## src/rtl/fetch_pkg.sv

```systemverilog
// Shared types and constants for the fetch stage: FSM state encoding,
// instruction step size and the fetch-queue entry layout.
package fetch_pkg;

  typedef enum logic [0:0] {
    RUN    = 1'b0,
    HALTED = 1'b1
  } fetch_state_t;

  localparam int INSTR_BYTES = 4;

  // Entry field widths; the top casts its PC/instruction into these fields.
  localparam int FQ_PC_WIDTH    = 64;
  localparam int FQ_INSTR_WIDTH = 32;

  localparam logic [FQ_PC_WIDTH-1:0] PC_STEP = FQ_PC_WIDTH'(INSTR_BYTES);

  typedef struct packed {
    logic [FQ_PC_WIDTH-1:0]    pc;
    logic [FQ_INSTR_WIDTH-1:0] instr;
  } fq_entry_t;

endpackage

```

## src/rtl/fetch_fifo.sv

```systemverilog
// Small synchronous fetch queue with flush, async active-high reset and
// simultaneous push/pop when full. DEPTH must be a power of two, >= 2.
module fetch_fifo
  import fetch_pkg::*;
#(
  parameter int DEPTH = 2
) (
  input  logic      clk,
  input  logic      rst,
  input  logic      flush,
  input  logic      push,
  input  fq_entry_t push_data,
  input  logic      pop,
  output fq_entry_t pop_data,
  output logic      empty,
  output logic      full
);

  localparam int PTR_W = $clog2(DEPTH);

  fq_entry_t        mem [DEPTH];
  logic [PTR_W-1:0] wr_ptr;
  logic [PTR_W-1:0] rd_ptr;
  logic [PTR_W:0]   count;
  logic             do_push;
  logic             do_pop;

  assign empty    = (count == '0);
  assign full     = (count == (PTR_W+1)'(DEPTH));
  assign do_pop   = pop && !empty;
  assign do_push  = push && (!full || do_pop);
  assign pop_data = mem[rd_ptr];

  // Storage is cleared on reset so the head reads as zero out of reset.
  always_ff @(posedge clk or posedge rst) begin
    if (rst) begin
      wr_ptr <= '0;
      rd_ptr <= '0;
      count  <= '0;
      for (int i = 0; i < DEPTH; i++) begin
        mem[i] <= '0;
      end
    end else if (flush) begin
      wr_ptr <= '0;
      rd_ptr <= '0;
      count  <= '0;
    end else begin
      if (do_push) begin
        mem[wr_ptr] <= push_data;
        wr_ptr      <= wr_ptr + 1'b1;
      end
      if (do_pop) begin
        rd_ptr <= rd_ptr + 1'b1;
      end
      count <= count + (PTR_W+1)'(do_push) - (PTR_W+1)'(do_pop);
    end
  end

endmodule

```

## src/rtl/fetch_unit.sv

```systemverilog
// PC register, RUN/HALTED FSM and fetch queue feeding decode.
// Optional misaligned-redirect trap enabled by defining FETCH_MISALIGN_TRAP_EN.
module fetch_unit
  import fetch_pkg::*;
#(
  parameter int                  PC_WIDTH    = 64,
  parameter int                  ADDR_WIDTH  = 12,
  parameter int                  INSTR_WIDTH = 32,
  parameter logic [PC_WIDTH-1:0] RESET_PC    = '0,
  parameter int                  FQ_DEPTH    = 2
) (
  input  logic                   clk,
  input  logic                   rst,
  output logic [ADDR_WIDTH-1:0]  imem_addr,
  input  logic [INSTR_WIDTH-1:0] imem_instr,
  input  logic                   redirect_valid,
  input  logic [PC_WIDTH-1:0]    redirect_pc,
  input  logic                   halt,
  output logic                   out_valid,
  input  logic                   out_ready,
  output logic [INSTR_WIDTH-1:0] out_instr,
  output logic [PC_WIDTH-1:0]    out_pc,
  output logic [PC_WIDTH-1:0]    fetch_pc,
`ifdef FETCH_MISALIGN_TRAP_EN
  output logic                   misalign_err,
`endif
  output logic                   halted
);

  logic [PC_WIDTH-1:0] pc;
  fetch_state_t        state;
  fq_entry_t           wr_entry;
  fq_entry_t           rd_entry;
  logic                fq_full;
  logic                fq_empty;
  logic                do_pop;
  logic                do_push;
  logic                redirect_misaligned;

  assign imem_addr = pc[ADDR_WIDTH-1:0];
  assign fetch_pc  = pc;
  assign out_valid = !fq_empty;
  assign out_instr = INSTR_WIDTH'(rd_entry.instr);
  assign out_pc    = PC_WIDTH'(rd_entry.pc);

  // A redirect voids any pop and blocks enqueue; the flush discards the queue.
  assign do_pop  = out_valid && out_ready && !redirect_valid;
  assign do_push = (state == RUN) && !redirect_valid && !halt && (!fq_full || do_pop);

  always_comb begin
    wr_entry       = '0;
    wr_entry.pc    = FQ_PC_WIDTH'(pc);
    wr_entry.instr = FQ_INSTR_WIDTH'(imem_instr);
  end

`ifdef FETCH_MISALIGN_TRAP_EN
  assign redirect_misaligned = (redirect_pc[1:0] != 2'b00);

  // Sticky until reset; a later aligned redirect resumes fetch but keeps the flag.
  always_ff @(posedge clk or posedge rst) begin
    if (rst) begin
      misalign_err <= 1'b0;
    end else if (redirect_valid && redirect_misaligned) begin
      misalign_err <= 1'b1;
    end
  end
`else
  logic unused_redirect_low;
  assign unused_redirect_low = ^redirect_pc[1:0];
  assign redirect_misaligned = 1'b0;
`endif

  // Redirect outranks halt and enqueue; HALTED is left only through a redirect.
  always_ff @(posedge clk or posedge rst) begin
    if (rst) begin
      pc     <= RESET_PC;
      state  <= RUN;
      halted <= 1'b0;
    end else if (redirect_valid) begin
      pc     <= {redirect_pc[PC_WIDTH-1:2], 2'b00};
      state  <= redirect_misaligned ? HALTED : RUN;
      halted <= redirect_misaligned;
    end else begin
      if (do_push) begin
        pc <= pc + PC_WIDTH'(PC_STEP);
      end
      if (state == RUN && halt) begin
        state  <= HALTED;
        halted <= 1'b1;
      end
    end
  end

  fetch_fifo #(
    .DEPTH (FQ_DEPTH)
  ) u_fifo (
    .clk       (clk),
    .rst       (rst),
    .flush     (redirect_valid),
    .push      (do_push),
    .push_data (wr_entry),
    .pop       (do_pop),
    .pop_data  (rd_entry),
    .empty     (fq_empty),
    .full      (fq_full)
  );

endmodule
```

## config.mk

```make
export PLATFORM = sky130hd
export DESIGN_NAME = fetch_unit
export DESIGN_NICKNAME = d
export VERILOG_FILES = /design/src/rtl/fetch_pkg.sv /design/src/rtl/fetch_fifo.sv /design/src/rtl/fetch_unit.sv
export SDC_FILE = /design/constraint.sdc
export NUM_CORES = 1
export LEC_CHECK = 0
export CORE_ASPECT_RATIO = 0.7
export CORE_UTILIZATION = 53
export CTS_BUF_LIST = sky130_fd_sc_hd__clkbuf_2 sky130_fd_sc_hd__clkbuf_4 sky130_fd_sc_hd__clkbuf_8
export DETAILED_ROUTE_END_ITERATION = 10
export PLACE_DENSITY = 0.84
export SLEW_MARGIN = 20
export SYNTH_ARGS = -nofsm -noshare
export SYNTH_HDL_FRONTEND = slang
export SYNTH_HIERARCHICAL = 1
export SYNTH_SLANG_ARGS = --single-unit
```

## constraint.sdc

```tcl
create_clock -name clk -period 7.3 [get_ports clk]
set_input_delay 1.46 -clock clk [delete_from_list [all_inputs] [get_ports clk]]
set_output_delay 1.46 -clock clk [all_outputs]
set_load 0.03 [all_outputs]
```

==> flow_summary.toml <==
[run_status]
status = "complete, no violations"

[sta]
finalHoldViolations = 0
maxSlewViolCount = 0
layout_setup_ws_ns = 2.58
fin_worst_skew_ns = 0.0226
max_slew_margin_pct = 34.6
max_freq_mhz = 212
setup_viol = 0
rsz0062_at_grt = "false"
layout_min_cycle_time_ns = 4.72
fin_crit_sh_pct = 64.6
worstMarginPinSlew_ns = 0.981
fin_setup_tns_ns = 0

[die]
start_util_pct = 54.6
num_rows = 46
io_pins = 275
die_w_um = 186
dieArea_mm2 = 0.0242
die_h_um = 131
coreArea_mm2 = 0.0229

[synth]
synth_top_family_by_area = "multiplexers"
synthMuxAreaShare_pct = 27.1
synthFlopType = "dfrtp_1"
yosysSeqAreaShare_pct = 51.8
synth_adder_area_share_pct = 0.300
synth-compound-area-share_pct = 4.62
ys_ff_latch = 259
synth-edff-count = 0
synth-simple-area-share_pct = 10.1
synth_xor_area_share_pct = 2.45
synth_most_common_cell = "mux2_2"
syn-instance-count = 989
avgSynthCellArea_um2 = 12.6
yosys.area.top_type = "dfrtp_1"
ys.warnings.count = 6
yosys-top-cells-area = "dfrtp_1, mux2_2, mux2_4"
ys_top_cells_by_count = "mux2_2, dfrtp_1, nand2_1"
synthesis.area_mm2 = 0.0125
synth_cell_type_count = 52
ys_async_sr_fraction_pct = 100
synth_top_area_share_pct = 51.8

[final_layout]
area_growth_pct = 29.2
final_net_count = 1348
finalCoreUtilization_pct = 70.5
antenna_cells = 0
drive_gt1_share_pct = 30.6

[detailed_routing]
via_per_inst = 5.77
wl_per_cell_um = 20.3
ant_nets = 0
dr.pass1.iters = 5
route.vias.total = 9138
drt-initial-drc-count = 610
drt_wl_total_mm = 32.1
drc = 0

[global_route]
grt_usage_pct = 26.5
overflow = 0
grt_antenna_before_repair = 1
grt_pass1_wl_mm = 50.1
grt_pass1_vias = 9024
grt_max_degree = 148

[critical_path]
rr_endpoint = "u_fifo/mem[178]$_DFFE_PP0P_"
cp_cell_sequence = "buf_4, mux2_2, clkdlybuf4s50_1"
max_stage_delay_ns = 0.94
cpMaxStageDelayCell = "dfrtp_4"
r2r_cells = 7
required_ns = 5.84
crit_type = "flip-flop to output pin"
reg2reg_slack_ns = 3.65
crit_arrival_ns = 3.26
critPathBufInv = 2
r2r-start = "u_fifo/count[1]$_DFF_PP0_"
worst_setup_path_start_kind = "flip-flop"
endpoint_kind = "output pin"
worst-path-max-fanout = 50
crit_family = "buffers and inverters"

[hold_path]
hp-class = "flip-flop to flip-flop"
hold_start = "u_fifo/mem[131]$_DFFE_PP0P_"
whs_path_depth = 1
holdPathEnd = "u_fifo/mem[131]$_DFFE_PP0P_"

[clock_tree]
root_buffer = "clkbuf_8"
clk_pin_slew_ns = 0.07
cts-buffers-inserted = 41
clk_latency_ns = 0.56
cts_tree = "done"
h-tree-depth = 2
clockBufferDepth = 3
cts_sinks = 259
postCtsSetupRepairBufs = 0
cts_resized = 0
postCtsHoldBufs = 0

[placed_design]
pre_cts_slack_ns = 2.26
gp_congestion = 0.813
io_buffers = 268
dp_hpwl_mm = 21.0

[run]
cap_violations = 0

[pwr]
peakVddDrop_mv = 0.196
p_leak_uw = 0.00687
cellPowerDensity_mw_per_mm2 = 305
## where the power goes
part,internal [µW],leakage (µW),switching [µW]
clock,736,0.000461,578
sequential,1770,0.00323,224
combinational,816,0.00318,808
total,3320,0.00687,1610
## metal layers
layer / global-route usage (%) / wire length [µm] / vias up / share of wire (%)
li1: - / - / 4102 / -
met1: 36.4 / 14000 / 4636 / 44
met2: 40.6 / 14600 / 358 / 45
met3: 9.04 / 3120 / 40 / 9.7
met4: 6.41 / 451 / 2 / 1.4
met5: 0 / 16 / - / 0.050
## per-stage QoR
step	cells	power [µW]	hold slack, ns	area (µm²)
detailed placement	1513	3630	0.489	15300
finish	1584	4930	0.500	16200
global route	1584	5150	0.509	16200
global placement	1513	3570	0.482	15300
floorplan	996	2990	0.475	12500
CTS	1584	4960	0.504	16200
## logic make-up after synthesis
group | after synthesis
XOR/XNOR | 35
multiplexers | 291
other | 1
AND/OR/NAND/NOR | 232
adder cells (fa/ha/maj) | 3
AO/OA/AOI/OAI | 86
buffers and inverters | 82
flip-flops | 259
## cell type report
cell class / count / area [µm²]
multi-input cells: 655 / 5610
clock inverters: 4 / 25.0
well taps: 312 / 390
clock buffers: 67 / 853
inverters: 11 / 53.8
repair buffers: 276 / 2740
fillers: 1593 / 6750
flip-flops and latches: 259 / 6480
## worst max-delay path by stage
| stage | slack [ns] | cells past startpoint | start | to |
|---|---|---|---|---|
| floorplan | 0.50 | 1 | rst | u_fifo/count[0]$_DFF_PP0_ |
| global placement | 2.31 | 7 | halt | u_fifo/mem[110]$_DFFE_PP0P_ |
| detailed placement | 2.26 | 7 | halt | u_fifo/mem[117]$_DFFE_PP0P_ |
| CTS | 2.54 | 3 | u_fifo/rd_ptr$_DFFE_PP0P_ | out_instr[7] |
| global route | 2.46 | 3 | u_fifo/rd_ptr$_DFFE_PP0P_ | out_pc[59] |
| finish | 2.58 | 3 | u_fifo/rd_ptr$_DFFE_PP0P_ | out_pc[59] |
## worst reg2reg max path: cells and delay by family (launching register included)
family,cells,cell delay [ns]
buf+inv,1,0.81
flops,1,0.42
mux,1,0.45
simple gates,5,1.84
## flip-flops by register name, summed over array words and instances, names as in the netlist
signal         flops
state              1
u_fifo/count       2
u_fifo/rd_ptr      1
fetch_pc          62
u_fifo/mem       192
u_fifo/wr_ptr      1
## cell usage in the layout, fill, tap and decap left out, types with 2 or more instances in the layout
| cell type | n |
|---|---|
| nor2_1 | 37 |
| nand2_1 | 61 |
| or3_1 | 3 |
| o211ai_1 | 7 |
| a2111oi_4 | 2 |
| inv_1 | 8 |
| clkbuf_8 | 56 |
| and3_1 | 10 |
| mux2_2 | 261 |
| clkinvlp_4 | 2 |
| dfrtp_1 | 258 |
| ha_1 | 3 |
| or4_1 | 23 |
| inv_2 | 2 |
| clkinv_2 | 2 |
| nor2b_1 | 3 |
| clkbuf_4 | 11 |
| o41ai_1 | 2 |
| o31ai_1 | 16 |
| nand4_1 | 36 |
| nor4_1 | 2 |
| xor2_1 | 26 |
| conb_1 | 8 |
| nand3_1 | 27 |
| or2_2 | 2 |
| xnor2_1 | 9 |
| nand2b_1 | 2 |
| a31oi_1 | 20 |
| and2_1 | 6 |
| mux2_4 | 29 |
| o21ai_0 | 34 |
| buf_4 | 8 |
| clkdlybuf4s50_1 | 267 |
| nor3_1 | 6 |
No activity file was read; power rests on OpenSTA's default activity.
